===== config.mk =====
export PLATFORM = sky130hd
export DESIGN_NAME = bp_nonsynth_cosim_commit_queue_flat
export DESIGN_NICKNAME = d
export VERILOG_FILES = /design/src/rtl/bp_nonsynth_cosim_commit_queue_if.sv /design/src/rtl/bp_nonsynth_cosim_commit_queue.sv /design/src/flat_wrapper.sv
export SDC_FILE = /design/constraint.sdc
export NUM_CORES = 2
export LEC_CHECK = 0
export BUFFER_PORTS_ARGS = -buffer_cell sky130_fd_sc_hd__buf_2
export CELL_PAD_IN_SITES_DETAIL_PLACEMENT = 0
export CELL_PAD_IN_SITES_GLOBAL_PLACEMENT = 2
export CORE_ASPECT_RATIO = 1.25
export CORE_MARGIN = 4
export CORE_UTILIZATION = 30
export DETAILED_ROUTE_END_ITERATION = 7
export PLACE_DENSITY = 0.64
export SLEW_MARGIN = 0
export SYNTH_ARGS = -nofsm -noshare
export SYNTH_HDL_FRONTEND = slang
export SYNTH_SLANG_ARGS = --single-unit

===== constraint.sdc =====
create_clock -name clk_i -period 6.4 [get_ports clk_i]
set_input_delay 0.96 -clock clk_i [delete_from_list [all_inputs] [get_ports clk_i]]
set_output_delay 0.96 -clock clk_i [all_outputs]
set_load 0.02 [all_outputs]

===== src/rtl/bp_nonsynth_cosim_commit_queue_if.sv =====
// Step handshake between the commit queue and the DPI stepping shell.
// The queue (master) offers one completed record at a time; the shell
// (slave) takes it by raising step_yumi_i while step_v_o is high.
interface bp_nonsynth_cosim_commit_queue_if #(
    parameter int num_chan_p    = 1,
    parameter int vaddr_width_p = 39,
    parameter int instr_width_p = 32,
    parameter int dword_width_p = 64,
    parameter int chan_width_lp = (num_chan_p > 1) ? $clog2(num_chan_p) : 1
);
    logic                     step_v_o;
    logic                     step_yumi_i;
    logic [chan_width_lp-1:0] step_chan_o;
    logic                     step_trap_o;
    logic [vaddr_width_p-1:0] step_pc_o;
    logic [instr_width_p-1:0] step_instr_o;
    logic [dword_width_p-1:0] step_data_o;
    logic [dword_width_p-1:0] step_cause_o;

    modport master (
        output step_v_o, step_chan_o, step_trap_o, step_pc_o,
               step_instr_o, step_data_o, step_cause_o,
        input  step_yumi_i
    );

    modport slave (
        input  step_v_o, step_chan_o, step_trap_o, step_pc_o,
               step_instr_o, step_data_o, step_cause_o,
        output step_yumi_i
    );
endinterface


===== src/rtl/bp_nonsynth_cosim_commit_queue.sv =====
// Commit/writeback reconciler for cosimulation. Each channel (hart) keeps a
// small in-order queue of retired instructions and traps; register
// writebacks arriving later fill the oldest entry still waiting for one.
// Ready heads are arbitrated round-robin and handed out over step_if.
// Also tracks per-channel retire counts against a finish target, a stall
// watchdog and sticky error flags {wb_mismatch, wb_orphan, overflow}.
module bp_nonsynth_cosim_commit_queue #(
    parameter int num_chan_p       = 1,
    parameter int els_p            = 8,
    parameter int vaddr_width_p    = 39,
    parameter int instr_width_p    = 32,
    parameter int dword_width_p    = 64,
    parameter int timeout_cycles_p = 2**20,
    parameter int cnt_width_p      = 32
) (
    input  logic                               clk_i,
    input  logic                               reset_n_i,
    input  logic [num_chan_p-1:0]              commit_v_i,
    input  logic [num_chan_p*vaddr_width_p-1:0] commit_pc_i,
    input  logic [num_chan_p*instr_width_p-1:0] commit_instr_i,
    input  logic [num_chan_p-1:0]              commit_wb_i,
    input  logic [num_chan_p-1:0]              trap_v_i,
    input  logic [num_chan_p*dword_width_p-1:0] cause_i,
    input  logic [num_chan_p-1:0]              wb_v_i,
    input  logic [num_chan_p*5-1:0]            wb_addr_i,
    input  logic [num_chan_p*dword_width_p-1:0] wb_data_i,
    input  logic [num_chan_p*cnt_width_p-1:0]  target_i,
    output logic [num_chan_p-1:0]              finish_o,
    output logic                               timeout_o,
    output logic [2:0]                         error_o,
    bp_nonsynth_cosim_commit_queue_if.master   step_if
);
    localparam int ptr_w_lp  = $clog2(els_p);
    localparam int occ_w_lp  = $clog2(els_p + 1);
    localparam int chan_w_lp = (num_chan_p > 1) ? $clog2(num_chan_p) : 1;
    localparam int wd_w_lp   = $clog2(timeout_cycles_p + 1);
    localparam logic [wd_w_lp-1:0]  wd_max_lp = wd_w_lp'(timeout_cycles_p);
    localparam logic [occ_w_lp-1:0] full_lp   = occ_w_lp'(els_p);

    // Entry storage. Validity comes from the occupancy counters, so the
    // payload arrays need no reset. For traps the payload holds the cause,
    // for wb-pending commits it holds the writeback data.
    logic [vaddr_width_p-1:0] pc_mem_q      [num_chan_p][els_p];
    logic [vaddr_width_p-1:0] pc_mem_d      [num_chan_p][els_p];
    logic [instr_width_p-1:0] instr_mem_q   [num_chan_p][els_p];
    logic [instr_width_p-1:0] instr_mem_d   [num_chan_p][els_p];
    logic [dword_width_p-1:0] payload_mem_q [num_chan_p][els_p];
    logic [dword_width_p-1:0] payload_mem_d [num_chan_p][els_p];
    logic                     trap_mem_q    [num_chan_p][els_p];
    logic                     trap_mem_d    [num_chan_p][els_p];
    logic                     pend_mem_q    [num_chan_p][els_p];
    logic                     pend_mem_d    [num_chan_p][els_p];
    logic                     fill_mem_q    [num_chan_p][els_p];
    logic                     fill_mem_d    [num_chan_p][els_p];

    // Queue control and bookkeeping
    logic [ptr_w_lp-1:0]    rptr_q   [num_chan_p];
    logic [ptr_w_lp-1:0]    rptr_d   [num_chan_p];
    logic [ptr_w_lp-1:0]    wptr_q   [num_chan_p];
    logic [ptr_w_lp-1:0]    wptr_d   [num_chan_p];
    logic [occ_w_lp-1:0]    occ_q    [num_chan_p];
    logic [occ_w_lp-1:0]    occ_d    [num_chan_p];
    logic [cnt_width_p-1:0] retire_q [num_chan_p];
    logic [cnt_width_p-1:0] retire_d [num_chan_p];
    logic [num_chan_p-1:0]  finish_q, finish_d;
    logic [wd_w_lp-1:0]     wd_q, wd_d;
    logic                   timeout_q, timeout_d;
    logic [2:0]             error_q, error_d;
    logic [chan_w_lp-1:0]   prio_q, prio_d;
    logic [chan_w_lp-1:0]   grant_q, grant_d;
    logic                   lock_q, lock_d;

    // Arbitration signals
    logic [num_chan_p-1:0]  head_ready;
    logic [num_chan_p-1:0]  deq;
    logic                   any_ready;
    logic                   step_v;
    logic [chan_w_lp-1:0]   rr_sel;
    logic [chan_w_lp-1:0]   sel;
    logic                   all_empty;

    // Head readiness: present and not still waiting on its writeback
    always_comb begin
        head_ready = '0;
        all_empty  = 1'b1;
        for (int c = 0; c < num_chan_p; c++) begin
            head_ready[c] = (occ_q[c] != '0) &&
                            (!pend_mem_q[c][rptr_q[c]] || fill_mem_q[c][rptr_q[c]]);
            if (occ_q[c] != '0) all_empty = 1'b0;
        end
    end

    // Round-robin pick starting at prio; a held grant overrides the pick
    always_comb begin
        any_ready = 1'b0;
        rr_sel    = '0;
        for (int k = 0; k < num_chan_p; k++) begin
            for (int c = 0; c < num_chan_p; c++) begin
                if (!any_ready && head_ready[c] &&
                    (c == ((int'(prio_q) + k) % num_chan_p))) begin
                    any_ready = 1'b1;
                    rr_sel    = chan_w_lp'(c);
                end
            end
        end
        step_v = lock_q | any_ready;
        sel    = lock_q ? grant_q : rr_sel;
        deq    = '0;
        for (int c = 0; c < num_chan_p; c++) begin
            deq[c] = step_if.step_yumi_i && step_v && (sel == chan_w_lp'(c));
        end
    end

    // Present the selected head; fields read as zero when nothing is offered
    always_comb begin
        step_if.step_v_o     = step_v;
        step_if.step_chan_o  = step_v ? sel : '0;
        step_if.step_trap_o  = 1'b0;
        step_if.step_pc_o    = '0;
        step_if.step_instr_o = '0;
        step_if.step_data_o  = '0;
        step_if.step_cause_o = '0;
        for (int c = 0; c < num_chan_p; c++) begin
            if (step_v && (sel == chan_w_lp'(c))) begin
                step_if.step_trap_o  = trap_mem_q[c][rptr_q[c]];
                step_if.step_pc_o    = pc_mem_q[c][rptr_q[c]];
                step_if.step_instr_o = instr_mem_q[c][rptr_q[c]];
                if (trap_mem_q[c][rptr_q[c]]) begin
                    step_if.step_cause_o = payload_mem_q[c][rptr_q[c]];
                end else if (pend_mem_q[c][rptr_q[c]]) begin
                    step_if.step_data_o  = payload_mem_q[c][rptr_q[c]];
                end
            end
        end
    end

    // Enqueue, writeback matching, dequeue and per-channel counters
    always_comb begin
        logic                enq_req;
        logic                enq;
        logic                found;
        logic                tgt_new;
        logic [ptr_w_lp-1:0] tgt;
        logic [ptr_w_lp-1:0] idx;
        logic [4:0]          rd;

        pc_mem_d      = pc_mem_q;
        instr_mem_d   = instr_mem_q;
        payload_mem_d = payload_mem_q;
        trap_mem_d    = trap_mem_q;
        pend_mem_d    = pend_mem_q;
        fill_mem_d    = fill_mem_q;
        rptr_d        = rptr_q;
        wptr_d        = wptr_q;
        occ_d         = occ_q;
        retire_d      = retire_q;
        finish_d      = finish_q;
        error_d       = error_q;
        enq_req       = 1'b0;
        enq           = 1'b0;
        found         = 1'b0;
        tgt_new       = 1'b0;
        tgt           = '0;
        idx           = '0;
        rd            = '0;

        for (int c = 0; c < num_chan_p; c++) begin
            enq_req = commit_v_i[c] | trap_v_i[c];
            enq     = enq_req && ((occ_q[c] != full_lp) || deq[c]);
            if (enq_req && !enq) error_d[0] = 1'b1;

            // Oldest stored entry still waiting on a writeback
            found   = 1'b0;
            tgt_new = 1'b0;
            tgt     = '0;
            for (int k = 0; k < els_p; k++) begin
                idx = rptr_q[c] + ptr_w_lp'(k);
                if (!found && (occ_w_lp'(k) < occ_q[c]) &&
                    pend_mem_q[c][idx] && !fill_mem_q[c][idx]) begin
                    found = 1'b1;
                    tgt   = idx;
                end
            end
            // Otherwise the commit arriving this cycle may take the writeback
            if (!found && enq && !trap_v_i[c] && commit_wb_i[c]) begin
                found   = 1'b1;
                tgt     = wptr_q[c];
                tgt_new = 1'b1;
            end

            if (enq) begin
                pc_mem_d[c][wptr_q[c]]      = commit_pc_i[c*vaddr_width_p +: vaddr_width_p];
                instr_mem_d[c][wptr_q[c]]   = commit_instr_i[c*instr_width_p +: instr_width_p];
                trap_mem_d[c][wptr_q[c]]    = trap_v_i[c];
                pend_mem_d[c][wptr_q[c]]    = !trap_v_i[c] && commit_wb_i[c];
                fill_mem_d[c][wptr_q[c]]    = 1'b0;
                payload_mem_d[c][wptr_q[c]] = trap_v_i[c] ?
                    cause_i[c*dword_width_p +: dword_width_p] : '0;
                wptr_d[c] = wptr_q[c] + 1'b1;
            end

            if (wb_v_i[c]) begin
                if (found) begin
                    payload_mem_d[c][tgt] = wb_data_i[c*dword_width_p +: dword_width_p];
                    fill_mem_d[c][tgt]    = 1'b1;
                    rd = tgt_new ? commit_instr_i[c*instr_width_p+7 +: 5]
                                 : instr_mem_q[c][tgt][11:7];
                    if (rd != wb_addr_i[c*5 +: 5]) error_d[2] = 1'b1;
                end else begin
                    error_d[1] = 1'b1;
                end
            end

            if (deq[c]) begin
                rptr_d[c] = rptr_q[c] + 1'b1;
                if (!trap_mem_q[c][rptr_q[c]] && (retire_q[c] != '1)) begin
                    retire_d[c] = retire_q[c] + 1'b1;
                end
            end
            occ_d[c] = occ_q[c] + occ_w_lp'(enq) - occ_w_lp'(deq[c]);

            if ((target_i[c*cnt_width_p +: cnt_width_p] != '0) &&
                (retire_q[c] == target_i[c*cnt_width_p +: cnt_width_p])) begin
                finish_d[c] = 1'b1;
            end
        end
    end

    // Grant latch, round-robin pointer and stall watchdog
    always_comb begin
        lock_d  = lock_q;
        grant_d = grant_q;
        prio_d  = prio_q;
        if (step_if.step_yumi_i && step_v) begin
            lock_d = 1'b0;
            prio_d = (int'(sel) == num_chan_p - 1) ? '0 : sel + 1'b1;
        end else if (step_v) begin
            lock_d  = 1'b1;
            grant_d = sel;
        end

        wd_d = wd_q;
        if (step_if.step_yumi_i || all_empty) begin
            wd_d = '0;
        end else if (wd_q != wd_max_lp) begin
            wd_d = wd_q + 1'b1;
        end
        timeout_d = timeout_q | (wd_d == wd_max_lp);
    end

    // Payload storage update
    always_ff @(posedge clk_i) begin
        pc_mem_q      <= pc_mem_d;
        instr_mem_q   <= instr_mem_d;
        payload_mem_q <= payload_mem_d;
        trap_mem_q    <= trap_mem_d;
        pend_mem_q    <= pend_mem_d;
        fill_mem_q    <= fill_mem_d;
    end

    // Control state; reset discards every entry and clears sticky flags
    always_ff @(posedge clk_i or negedge reset_n_i) begin
        if (!reset_n_i) begin
            for (int c = 0; c < num_chan_p; c++) begin
                rptr_q[c]   <= '0;
                wptr_q[c]   <= '0;
                occ_q[c]    <= '0;
                retire_q[c] <= '0;
            end
            finish_q  <= '0;
            wd_q      <= '0;
            timeout_q <= 1'b0;
            error_q   <= '0;
            prio_q    <= '0;
            grant_q   <= '0;
            lock_q    <= 1'b0;
        end else begin
            rptr_q    <= rptr_d;
            wptr_q    <= wptr_d;
            occ_q     <= occ_d;
            retire_q  <= retire_d;
            finish_q  <= finish_d;
            wd_q      <= wd_d;
            timeout_q <= timeout_d;
            error_q   <= error_d;
            prio_q    <= prio_d;
            grant_q   <= grant_d;
            lock_q    <= lock_d;
        end
    end

    assign finish_o  = finish_q;
    assign timeout_o = timeout_q;
    assign error_o   = error_q;

`ifndef SYNTHESIS
    // The consumer may only take a record that is being offered
    always_ff @(posedge clk_i) begin
        if (reset_n_i) begin
            assert (!step_if.step_yumi_i || step_v);
        end
    end
`endif
endmodule


===== src/flat_wrapper.sv =====
// flat-port wrapper written by rule: the top's interface ports become plain ports
module bp_nonsynth_cosim_commit_queue_flat 
#(
    parameter int num_chan_p       = 1,
    parameter int els_p            = 8,
    parameter int vaddr_width_p    = 39,
    parameter int instr_width_p    = 32,
    parameter int dword_width_p    = 64,
    parameter int timeout_cycles_p = 2**20,
    parameter int cnt_width_p      = 32
)
  (clk_i, reset_n_i, commit_v_i, commit_pc_i, commit_instr_i, commit_wb_i, trap_v_i, cause_i, wb_v_i, wb_addr_i, wb_data_i, target_i, finish_o, timeout_o, error_o, step_if_step_v_o, step_if_step_chan_o, step_if_step_trap_o, step_if_step_pc_o, step_if_step_instr_o, step_if_step_data_o, step_if_step_cause_o, step_if_step_yumi_i);
  bp_nonsynth_cosim_commit_queue_if #(.num_chan_p(num_chan_p), .vaddr_width_p(vaddr_width_p), .instr_width_p(instr_width_p), .dword_width_p(dword_width_p)) step_if_i ();
  input  logic clk_i;
  input  logic reset_n_i;
  input  logic [num_chan_p-1:0] commit_v_i;
  input  logic [num_chan_p*vaddr_width_p-1:0] commit_pc_i;
  input  logic [num_chan_p*instr_width_p-1:0] commit_instr_i;
  input  logic [num_chan_p-1:0] commit_wb_i;
  input  logic [num_chan_p-1:0] trap_v_i;
  input  logic [num_chan_p*dword_width_p-1:0] cause_i;
  input  logic [num_chan_p-1:0] wb_v_i;
  input  logic [num_chan_p*5-1:0] wb_addr_i;
  input  logic [num_chan_p*dword_width_p-1:0] wb_data_i;
  input  logic [num_chan_p*cnt_width_p-1:0] target_i;
  output logic [num_chan_p-1:0] finish_o;
  output logic timeout_o;
  output logic [2:0] error_o;
  output wire logic [$bits(step_if_i.step_v_o)-1:0] step_if_step_v_o;
  output wire logic [$bits(step_if_i.step_chan_o)-1:0] step_if_step_chan_o;
  output wire logic [$bits(step_if_i.step_trap_o)-1:0] step_if_step_trap_o;
  output wire logic [$bits(step_if_i.step_pc_o)-1:0] step_if_step_pc_o;
  output wire logic [$bits(step_if_i.step_instr_o)-1:0] step_if_step_instr_o;
  output wire logic [$bits(step_if_i.step_data_o)-1:0] step_if_step_data_o;
  output wire logic [$bits(step_if_i.step_cause_o)-1:0] step_if_step_cause_o;
  input wire logic [$bits(step_if_i.step_yumi_i)-1:0] step_if_step_yumi_i;
  assign step_if_step_v_o = step_if_i.step_v_o;
  assign step_if_step_chan_o = step_if_i.step_chan_o;
  assign step_if_step_trap_o = step_if_i.step_trap_o;
  assign step_if_step_pc_o = step_if_i.step_pc_o;
  assign step_if_step_instr_o = step_if_i.step_instr_o;
  assign step_if_step_data_o = step_if_i.step_data_o;
  assign step_if_step_cause_o = step_if_i.step_cause_o;
  assign step_if_i.step_yumi_i = step_if_step_yumi_i;
  bp_nonsynth_cosim_commit_queue #(.num_chan_p(num_chan_p), .els_p(els_p), .vaddr_width_p(vaddr_width_p), .instr_width_p(instr_width_p), .dword_width_p(dword_width_p), .timeout_cycles_p(timeout_cycles_p), .cnt_width_p(cnt_width_p)) u_core (.clk_i(clk_i), .reset_n_i(reset_n_i), .commit_v_i(commit_v_i), .commit_pc_i(commit_pc_i), .commit_instr_i(commit_instr_i), .commit_wb_i(commit_wb_i), .trap_v_i(trap_v_i), .cause_i(cause_i), .wb_v_i(wb_v_i), .wb_addr_i(wb_addr_i), .wb_data_i(wb_data_i), .target_i(target_i), .finish_o(finish_o), .timeout_o(timeout_o), .error_o(error_o), .step_if(step_if_i));
endmodule

==> results.py <==
metrics = {
    "status": {
        "status": "complete, no violations",
    },
    "global_routing": {
        "grt_max_degree": 133,
        "grt_overflow_total": 0,
        "antenna_found_initial": 67,
        "grt_pass1_wl_microns": 257000,
        "grtUsageTotal_pct": 18.8,
        "grt_pass1_vias": 37900,
    },
    "clock_network": {
        "cts_tree": "done",
        "hold_buffers": 0,
        "cts.htree.levels": 4,
        "clkTransAtPathRegs_ns": 0.06,
        "clk_latency_ns": 0.77,
        "postCtsSetupBuffers": 0,
        "cts_buffers": 134,
        "cts_root_buf": "clkbuf_16",
        "clock_sinks": 1174,
        "clock_path_buffers": 3,
        "post_cts_resize_count": 0,
    },
    "timing": {
        "timing.final.ws_setup_ns": 0.495,
        "worst_slew_pin_slew_ns": 1.16,
        "max_slew_margin_pct": 22.7,
        "slew_violations": 0,
        "setup_viol": 0,
        "fin_crit_sh_pct": 92.3,
        "min_period_ns": 5.91,
        "hold_violations": 0,
        "timing.fmax_mhz": 169,
        "clock_skew_ns": 0.0255,
        "rsz0062_at_grt": "false",
        "fin_tns_setup_ns": 0,
    },
    "drt": {
        "wire_per_inst_microns": 22.6,
        "via_per_inst": 4.93,
        "first_pass_iters": 6,
        "drc_errors": 0,
        "drtAntennaViolNets": 0,
        "wl_microns": 175000,
        "drt_iter0_drc": 2616,
        "vias": 38100,
    },
    "setup_path": {
        "start_kind": "flop",
        "cp-end-kind": "output port",
        "worstSetupPathType": "reg -> out",
        "required_ns": 5.44,
        "path_max_fanout": 39,
        "arrival_ns": 4.95,
    },
    "logic_synthesis": {
        "yosysTopAreaCellShare_pct": 33.2,
        "yosysUniqueCellTypes": 84,
        "synthArstFlopShare_pct": 5.96,
        "synth_top_area_cell": "edfxtp_1",
        "ys_top_cells_by_area": "edfxtp_1 (33%), dfxtp_1 (20%), mux4_2 (12%)",
        "syn_inst": 4985,
        "synth-seq-cells": 1174,
        "synth_edf_count": 584,
        "synth_ff_type": "edfxtp_1",
        "syn_nets": 5242,
        "yosysWarnings": 0,
        "synth.avg_cell_area_sq_um": 10.6,
        "seq_area_frac_synth_pct": 56.2,
        "synthesis.area_sq_um": 52900,
    },
    "power_and_ir_drop": {
        "p_sw_mw": 16.2,
        "swShare_pct": 42.2,
        "p_per_area_nw_per_um2": 618,
        "p_seq_share_pct": 30.7,
        "leakagePower_nw": 22.9,
        "clkPwrFrac_pct": 20.5,
        "ir_drop_uv": 635,
        "p_int_mw": 22.2,
        "comb_power_share_pct": 48.8,
    },
    "die": {
        "die_y_microns": 477,
        "rows": 172,
        "die_w_microns": 384,
        "core_area_sq_um": 176000,
        "start_util_pct": 30.1,
        "ios": 450,
        "die_area_sq_um": 183000,
    },
    "finish": {
        "finalNetCount": 5496,
        "layout-drive-gt1-share_pct": 20.1,
        "layout.area.seq_sq_um": 29700,
        "multi_input_area_sq_um": 21400,
        "design_area_sq_um": 62200,
        "syn_to_final_growth_pct": 17.6,
        "fin_util_pct": 35.4,
        "final_cells": 7730,
        "fill_cells": 17500,
    },
    "placement": {
        "placedCellCount": 7452,
        "place_ws_ns": 1.01,
        "dp_hpwl_microns": 104000,
        "gp_congestion": 0.771,
        "postPlaceCellArea_sq_um": 57600,
        "portBuffers": 449,
    },
    "hold_path": {
        "min_path_type": "in -> async",
    },
    "job": {
        "drv_cap": 0,
    },
}
## layout make-up
| class | count | area share [%] |
|---|---|---|
| Sequential cell | 1174 | 47.8 |
| Multi-Input combinational cell | 3352 | 34.5 |
| Clock buffer | 182 | 6.10 |
| Timing Repair Buffer | 544 | 5.39 |
| Tap cell | 2349 | 4.73 |
| Clock inverter | 60 | 1.15 |
| Inverter | 33 | 0.243 |
| Antenna cell | 36 | 0.145 |
## Yosys cell counts, drive strengths merged, types with 12 or more instances
cell and instances:
ha 13, nor4 22, nand4 34, mux2i 80, buf 172, nand3 35
o21ai 216, nor2b 16, nand2b 12, edfxtp 584, mux4 280, xor2 45
nor2 1013, inv 33, dfrtp 70, nand2 464, xnor2 53, clkbuf 254
dfxtp 520, a21oi 921
## per-stage QoR
step	hold WS, ns	total power, mW
after global placement	0.454	30.8
after floorplan	0.447	24.4
after global routing	0.106	41.2
after CTS	0.0562	39.1
after detailed placement	0.450	31.1
final	0.133	38.4
## critical path, stage by stage (launching register included)
cell and delay (ns):
dfrtp_4 0.61, buf_4 0.69, buf_4 0.70, mux4_2 0.58, nand2_1 0.08, nand2_1 0.18, a211o_4 0.59, buf_4 0.32
nor2_1 0.13, buf_2 0.17
## power groups by stage
stage / Combinational [mW] / Clock (mW) / Sequential, mW
2_1_floorplan: 12.9 / 0 / 11.5
3_3_place_gp: 18.9 / 0 / 11.9
3_5_place_dp: 19.1 / 0 / 12.0
4_1_cts: 19.2 / 8.16 / 11.8
5_1_grt: 20.7 / 8.43 / 12.0
6_report: 18.7 / 7.87 / 11.8
## worst paths after layout
path / startpoint / end / slack [ns] / cells past startpoint
max in group asynchronous: reset_n_i / u_core.rptr_q[0] / 5.27 / 2
hold reg to reg: u_core.error_o[0] / u_core.error_o[0] / 0.46 / 2
min in group clk_i: step_if_step_yumi_i / u_core.lock_q / 0.38 / 2
hold / removal: reset_n_i / u_core.wd_q[0] / 0.13 / 1
setup / recovery: u_core.rptr_q[0] / step_if_step_data_o[51] / 0.49 / 9
setup reg to reg: u_core.rptr_q[0] / u_core.payload_mem_q[466] / 1.26 / 13
## metal layers
metal	GRT usage, %	up-vias	share of wire [%]
met5	0	-	0.18
met4	4.13	50	1.7
met3	4.98	232	6.7
met2	30.7	922	47
met1	25.0	18600	44
li1	-	18400	-
## cell usage in the layout (no fill, tap or decap), types with 24 or more instances in the layout
| cell | instances |
|---|---|
| nand4_1 | 34 |
| xor2_1 | 45 |
| mux2i_1 | 80 |
| edfxtp_1 | 584 |
| diode_2 | 36 |
| o21ai_0 | 207 |
| dfrtp_1 | 67 |
| clkbuf_1 | 24 |
| dfxtp_1 | 520 |
| buf_4 | 66 |
| nor2_1 | 1013 |
| nand2_1 | 463 |
| nand3_1 | 27 |
| clkbuf_16 | 136 |
| xnor2_1 | 53 |
| a21oi_1 | 921 |
| mux4_2 | 280 |
| buf_2 | 447 |
| buf_12 | 31 |
## flip-flops by register name, indices dropped and copies added (netlist names)
| register | cells |
|---|---|
| u_core.wptr_q | 3 |
| u_core.fill_mem_q | 8 |
| u_core.payload_mem_q | 512 |
| u_core.error_o | 3 |
| u_core.occ_q | 4 |
| u_core.finish_o | 1 |
| u_core.timeout_o | 1 |
| u_core.pc_mem_q | 312 |
| u_core.pend_mem_q | 8 |
| u_core.lock_q | 1 |
| u_core.grant_q | 1 |
| u_core.retire_q | 32 |
| u_core.instr_mem_q | 256 |
| u_core.wd_q | 21 |
| u_core.trap_mem_q | 8 |
| u_core.rptr_q | 3 |
## kinds of logic (layout without fill, tap and decap cells)
group	after synthesis	after routing	share of synthesized area, %
and+or+nand+nor	1665	1665	12.8
AOI/OAI and AO/OA	1211	1211	12.0
DFF	1174	1174	56.2
buffers and inverters	459	819	3.57
muxes	364	364	13.5
xor gates and xnor gates	98	98	1.62
adders and majority gates	14	14	0.345
other	0	36	0
No activity file was read; power rests on OpenSTA's default activity.
